<file path="config.mk">
export PLATFORM = sky130hd
export DESIGN_NAME = masked_sbox_word_collector
export DESIGN_NICKNAME = d
export VERILOG_FILES = /design/src/rtl/masked_sbox_word_collector.sv
export SDC_FILE = /design/constraint.sdc
export NUM_CORES = 1
export LEC_CHECK = 0
export BUFFER_PORTS_ARGS = -buffer_cell sky130_fd_sc_hd__buf_4
export CORE_ASPECT_RATIO = 0.7
export CORE_UTILIZATION = 56
export CTS_CLUSTER_DIAMETER = 80
export CTS_CLUSTER_SIZE = 8
export DETAILED_ROUTE_END_ITERATION = 10
export GPL_ROUTABILITY_DRIVEN = 0
export PLACE_DENSITY = 0.79
export SYNTH_ARGS = -nofsm -noshare
export SYNTH_HDL_FRONTEND = slang
export SYNTH_SLANG_ARGS = --single-unit
</file>
<file path="constraint.sdc">
create_clock -name clk -period 2.05 [get_ports clk]
set_input_delay 0 -clock clk [delete_from_list [all_inputs] [get_ports clk]]
set_output_delay 0 -clock clk [all_outputs]
set_load 0.02 [all_outputs]
</file>
<file path="src/rtl/masked_sbox_word_collector.sv">
// ----------------------------------------------------------------------------
// masked_sbox_word_collector
//
// Purpose
//    Collects 2-share masked S-box output bytes into 2-share words of NBYTES
//    bytes. It sits directly after the masked S-box output affine stage.
//    Byte 0 lands in bits [7:0], so the word is packed LSB first.
//    The two shares have separate datapaths and separate flops. No logic cone
//    ever combines share 0 with share 1.
//    The output register doubles as a one-word skid buffer. A final byte that
//    arrives while the output is blocked is parked in the fill buffer, and the
//    input stalls until the output frees up.
//
// Optional feature
//    COLLECTOR_REFRESH_EN : adds port rnd. On every load of the output
//    registers, both shares are XORed with the rnd value sampled in that
//    cycle. The unmasked value (share0 ^ share1) does not change.
//    Latency and handshaking are the same with and without this macro.
//
// Parameters
//    NBYTES : bytes per output word
//    CNT_W  : fill counter width, must satisfy 2**CNT_W >= NBYTES
//
// Ports
//    clk         in   rising-edge clock
//    rst_n       in   asynchronous active-low reset
//    in_valid    in   input byte valid
//    in_ready    out  collector can accept a byte (!fill_full && !flush)
//    in_share0   in   share 0 of the S-box output byte
//    in_share1   in   share 1 of the S-box output byte
//    flush       in   discard the partially or fully filled word
//    out_valid   out  shared word available
//    out_ready   in   consumer takes the word
//    out_share0  out  share 0 of the packed word
//    out_share1  out  share 1 of the packed word
//    fill_cnt    out  bytes held in the fill buffer (NBYTES mod 2**CNT_W when full)
//    rnd         in   refresh randomness (only with COLLECTOR_REFRESH_EN)
// ----------------------------------------------------------------------------
module masked_sbox_word_collector #(
   parameter int NBYTES = 4,
   parameter int CNT_W  = 2
) (
   input  logic                  clk,
   input  logic                  rst_n,
   input  logic                  in_valid,
   output logic                  in_ready,
   input  logic [7:0]            in_share0,
   input  logic [7:0]            in_share1,
   input  logic                  flush,
   output logic                  out_valid,
   input  logic                  out_ready,
   output logic [8*NBYTES-1:0]   out_share0,
   output logic [8*NBYTES-1:0]   out_share1,
`ifdef COLLECTOR_REFRESH_EN
   input  logic [8*NBYTES-1:0]   rnd,
`endif
   output logic [CNT_W-1:0]      fill_cnt
);

   localparam int W = 8 * NBYTES;
   localparam logic [CNT_W-1:0] LAST_CNT = CNT_W'(NBYTES - 1);
   // When the buffer is full, the count wraps. For example, 4 bytes in a
   // 2-bit counter reads back as 0.
   localparam logic [CNT_W-1:0] FULL_CNT = CNT_W'(NBYTES % (2 ** CNT_W));

   // ------------------------------------------------------------------------
   // State
   // ------------------------------------------------------------------------
   logic [CNT_W-1:0] cnt_q,       cnt_d;
   logic             fill_full_q, fill_full_d;
   logic [W-1:0]     fill0_q,     fill0_d;
   logic [W-1:0]     fill1_q,     fill1_d;
   logic [W-1:0]     out0_q,      out0_d;
   logic [W-1:0]     out1_q,      out1_d;
   logic             out_valid_q, out_valid_d;

   // ------------------------------------------------------------------------
   // Handshake decode
   // ------------------------------------------------------------------------
   logic             accept;
   logic             last_byte;
   logic             slot_free;
   logic             drain;
   logic             direct_load;
   logic             held_load;
   logic             load;
   logic [NBYTES-1:0] wr_slot;
   logic [W-1:0]     refresh_mask;

   assign in_ready  = !fill_full_q && !flush;
   assign accept    = in_valid && in_ready;
   assign last_byte = (cnt_q == LAST_CNT);
   // The output slot can take a new word if it is empty, or if it is being
   // drained on this same edge. Loading while draining gives back-to-back
   // words with no bubble.
   assign slot_free = !out_valid_q || out_ready;
   assign drain     = out_valid_q && out_ready;

   // Final byte goes straight to the output: no extra cycle of latency.
   assign direct_load = accept && last_byte && slot_free;
   // A parked word moves out once the slot frees. A flush in the same cycle
   // takes priority and drops the parked word.
   assign held_load   = fill_full_q && slot_free && !flush;
   // accept needs !fill_full_q, so direct_load and held_load never overlap.
   assign load        = direct_load || held_load;

`ifdef COLLECTOR_REFRESH_EN
   assign refresh_mask = rnd;
`else
   assign refresh_mask = '0;
`endif

   // ------------------------------------------------------------------------
   // Fill buffer write: one byte lane per slot, one set of lanes per share.
   // fill*_d always holds the complete word as it is after this cycle's
   // write. On a final-byte accept, that value is exactly the word to load
   // into the output. While a word is parked, no write happens, so fill*_d
   // equals the parked word.
   // ------------------------------------------------------------------------
   generate
      for (genvar gi = 0; gi < NBYTES; gi++) begin : g_slot
         assign wr_slot[gi] = accept && (cnt_q == CNT_W'(gi));
         assign fill0_d[8*gi +: 8] = wr_slot[gi] ? in_share0 : fill0_q[8*gi +: 8];
         assign fill1_d[8*gi +: 8] = wr_slot[gi] ? in_share1 : fill1_q[8*gi +: 8];
      end
   endgenerate

   // ------------------------------------------------------------------------
   // Fill counter and full flag
   // ------------------------------------------------------------------------
   always_comb begin
      cnt_d       = cnt_q;
      fill_full_d = fill_full_q;
      if (flush) begin
         cnt_d       = '0;
         fill_full_d = 1'b0;
      end else if (accept) begin
         if (last_byte) begin
            // The counter wraps straight away. While the word is parked,
            // fill_cnt reports the full value instead of the counter.
            cnt_d       = '0;
            fill_full_d = !slot_free;
         end else begin
            cnt_d = cnt_q + CNT_W'(1);
         end
      end else if (held_load) begin
         fill_full_d = 1'b0;
      end
   end

   // ------------------------------------------------------------------------
   // Output register. Each share has its own register. The refresh mask is
   // XORed into each share on its own, so no share0/share1 combination
   // exists anywhere.
   // ------------------------------------------------------------------------
   always_comb begin
      out0_d      = out0_q;
      out1_d      = out1_q;
      out_valid_d = out_valid_q;
      if (load) begin
         out0_d      = fill0_d ^ refresh_mask;
         out1_d      = fill1_d ^ refresh_mask;
         out_valid_d = 1'b1;
      end else if (drain) begin
         // Data registers keep their last value; only the valid flag drops.
         out_valid_d = 1'b0;
      end
   end

   // ------------------------------------------------------------------------
   // Registers
   // ------------------------------------------------------------------------
   always_ff @(posedge clk or negedge rst_n) begin
      if (!rst_n) begin
         cnt_q       <= '0;
         fill_full_q <= 1'b0;
         fill0_q     <= '0;
         fill1_q     <= '0;
         out0_q      <= '0;
         out1_q      <= '0;
         out_valid_q <= 1'b0;
      end else begin
         cnt_q       <= cnt_d;
         fill_full_q <= fill_full_d;
         fill0_q     <= fill0_d;
         fill1_q     <= fill1_d;
         out0_q      <= out0_d;
         out1_q      <= out1_d;
         out_valid_q <= out_valid_d;
      end
   end

   // ------------------------------------------------------------------------
   // Outputs
   // ------------------------------------------------------------------------
   assign out_valid  = out_valid_q;
   assign out_share0 = out0_q;
   assign out_share1 = out1_q;
   assign fill_cnt   = fill_full_q ? FULL_CNT : cnt_q;

endmodule
</file>
==> summary.txt <==
Pwr
  – Pleak: approximately 3.5 nW
  – Max IR drop VDD: 0.854 mV
  – Pwr Density: between 1000 and 1500 nW/µm²
  – Total power: roughly 8.1 mW

Floorplanning
  – Row count: 29
  – Total core area: approximately 9200 µm²
  – Die width: approximately 120 µm
  – Initial Util: between 50 and 60%
  – Chip height: 84.0 µm
  – Die area: around 10000 µm²
  – Ports: 89

Worst setup path
  – WS Path Type: reg -> reg
  – R2r startpoint: cnt_q[0]$_DFFE_PN0P_
  – Worst EP arrival: approximately 2200 ps
  – Element type at the critical path start: flip-flop
  – CP startpoint: cnt_q[0]$_DFFE_PN0P_
  – Critical Path Fanout Max: 7
  – Crit end category: flip-flop
  – Worst endpoint required time: ~2300 ps

Detailed routing
  – Via count: just under 3000
  – Final Routed Wirelength: ~11000 µm
  – Routed len/inst: 19.0 µm
  – Post-route ant nets: 0
  – Initial DRC Count: about 110
  – DRC: 0
  – First-pass iteration count of the detailed router: 7
  – DR vias/cell: approximately 5.2

STA
  – Crit share post-route: between 90% and 100%
  – Hold Vio Cnt, Final: 0
  – Worst-margin pin slew: about 680 ps
  – RSZ-0062 raised after global routing: no
  – Setup TNS: 0 ps
  – Final Critical Period: 1960 ps
  – Slew Viols, Final: 0
  – Fin Clk Skew: between 9 and 10 ps
  – Setup violators final: 0
  – Fmax: roughly 510 MHz
  – Slew margin rel.: about 55%

Clocking
  – TritonCTS Buffers: 17
  – TritonCTS clock tree: yes
  – H-tree depth: 4
  – Clock latency reported for the late side of the worst-skew pair: approximately 410 ps
  – Clk buf depth: 2
  – Clock Sinks: roughly 130
  – CTS root buf: clkbuf_16
  – Clock slew at reported path FFs: around 50 ps

Synthesis
  – Area fraction of the dominant cell type after synthesis: around three fifths
  – Yosys reg bits: 132
  – Commonest cells in the synthesized netlist: dfrtp_1 (132), mux2_2 (69), mux2_4 (59), buf_4 (7)
  – Fraction of registers with async set/reset: 100%
  – Post-synth top area cell: dfrtp_1
  – Dominant cells by area after synthesis: dfrtp_1 (61%), mux2_4 (16%), mux2_2 (14%), buf_12 (1.5%), buf_6 (1.3%)
  – Post-synth EDFFs: 0
  – Synth Warn #: 0
  – Most common cell in the netlist: dfrtp_1
  – Netlist cell types: 18
  – Synthesized area per cell: between 15 and 20 µm²
  – Register area share after synthesis: 61.3%
  – Synthesized instance count: 302
  – Synthesized Nets: between 300 and 400
  – Cell area after synthesis: between 5000 and 6000 µm²
  – Top FF cell, synth: dfrtp_1

Layout
  – Ant diodes: 0
  – Non-Filler Instances: ~560
  – # nets final: 450
  – Area delta synth->final: 29.7%
  – Share of layout cells above drive strength 1: slightly above 60%
  – Fill count: approximately 550

Place
  – Inst Count DP: just over 500
  – DP HPWL: about 6500 µm
  – # port buffers: 88

GRT
  – Total grt overflow: 0
  – Tot GR Track Use: between 20% and 30%
  – Initial antenna violation count: 0
  – Global-route wire length before repair: between 15000 and 20000 µm
  – Largest net degree at the start of global routing: slightly above 50
  – Vias in the first global route: roughly 3100

Worst hold path
  – HP Class: in -> reg
  – HP Start: in_valid

Run
  – Max-cap violations: 0

Run status
  – Outcome: completed
-- report_power, final --
group | internal, mW | total (mW) | switching (mW)
Clock | 2.01 | 3.02 | 1.01
Sequential | 3.18 | 3.42 | 0.243
Combinational | 0.954 | 1.70 | 0.742
-- worst paths after layout --
kind                                                   end  slack (ps)  cells after the start
worst max-delay path            out_share1[23]$_DFFE_PN0P_          90                      6
max in group asynchronous          fill_full_q$_DFFE_PN0P_        1190                      3
worst min-delay path                  cnt_q[0]$_DFFE_PN0P_         110                      4
worst min register to register       fill1_q[26]$_DFF_PN0_         490                      1
min in group asynchronous       out_share1[21]$_DFFE_PN0P_         180                      2
worst max register to register  out_share1[23]$_DFFE_PN0P_          90                      6
-- metrics by stage --
stage / hold WS (ps) / utilization, % / cell area, µm² / worst slack, ps
floorplan: -296 / - / 5390 / 237
global placement: 76.5 / 67.1 / 6160 / 138
detailed placement: 76.4 / 67.1 / 6160 / 65.8
CTS: 96.8 / 75.6 / 6940 / 41.6
global route: 125 / 76.1 / 6990 / 0.197
finish: 112 / 76.1 / 6990 / 89.2
-- cells in the final DEF, fill, tap and decap left out, drive strengths merged --
cell type      n
dfrtp        132
mux2         128
buf          101
clkbuf        24
dlygate4sd3   19
nor2           6
nor4bb         4
ha             4
inv            3
bufinv         3
a21oi          2
clkinv         2
nor2b          1
xnor2          1
nand2b         1
nor3b          1
mux2i          1
nand2          1
-- state kept, by name, indices dropped and copies added, names as in the netlist --
register	flops
fill_full_q	1
fill0_q	32
out_share1	32
fill1_q	32
out_valid	1
cnt_q	2
out_share0	32
-- cells by family (layout without fill, tap and decap cells) --
family	Yosys count	count (layout)	share of synthesized area [%]
adders and majority gates	4	4	0.929
DFF	132	132	61.3
AOI/OAI and AO/OA	2	2	0.186
muxes	129	129	31.1
xor gates and xnor gates	1	1	0.163
and+or+nand+nor	14	14	2.39
buffers and inverters	20	152	3.93
-- area by class of cell --
cell class              instances  area (µm²)  share of cell area, %
clock buffers                  23         488                   6.98
multi-input cells             150        1890                   27.1
flip-flops and latches        132        3300                   47.3
clock inverters                 5         100                   1.43
inverters                       3        11.3                  0.161
well taps                     124         155                   2.22
repair buffers                121        1030                   14.8
-- metal layers --
layer / track usage [%] / up-vias / part of all wire, %
met2: 34.9 / 81 / 49
met1: 31.5 / 1524 / 46
li1: - / 1307 / -
met5: 0 / - / 0
met4: 8.52 / 0 / 0.78
met3: 7.10 / 10 / 4.3
-- worst max-delay path, stage by stage, from the launching register on --
cell and delay, ps:
dfrtp_1 420, inv_1 120, ha_1 160, nor4bb_4 250, buf_4 270, mux2_2 360, mux2_2 270
-- what timing repair did --
item,in CTS,in global routing
buffers inserted,0,1
hold buffers,19,0
gates resized for setup,0,4
endpoints found under the hold margin,133,0
setup endpoints to repair,0,25
No activity file was read; power rests on OpenSTA's default activity.
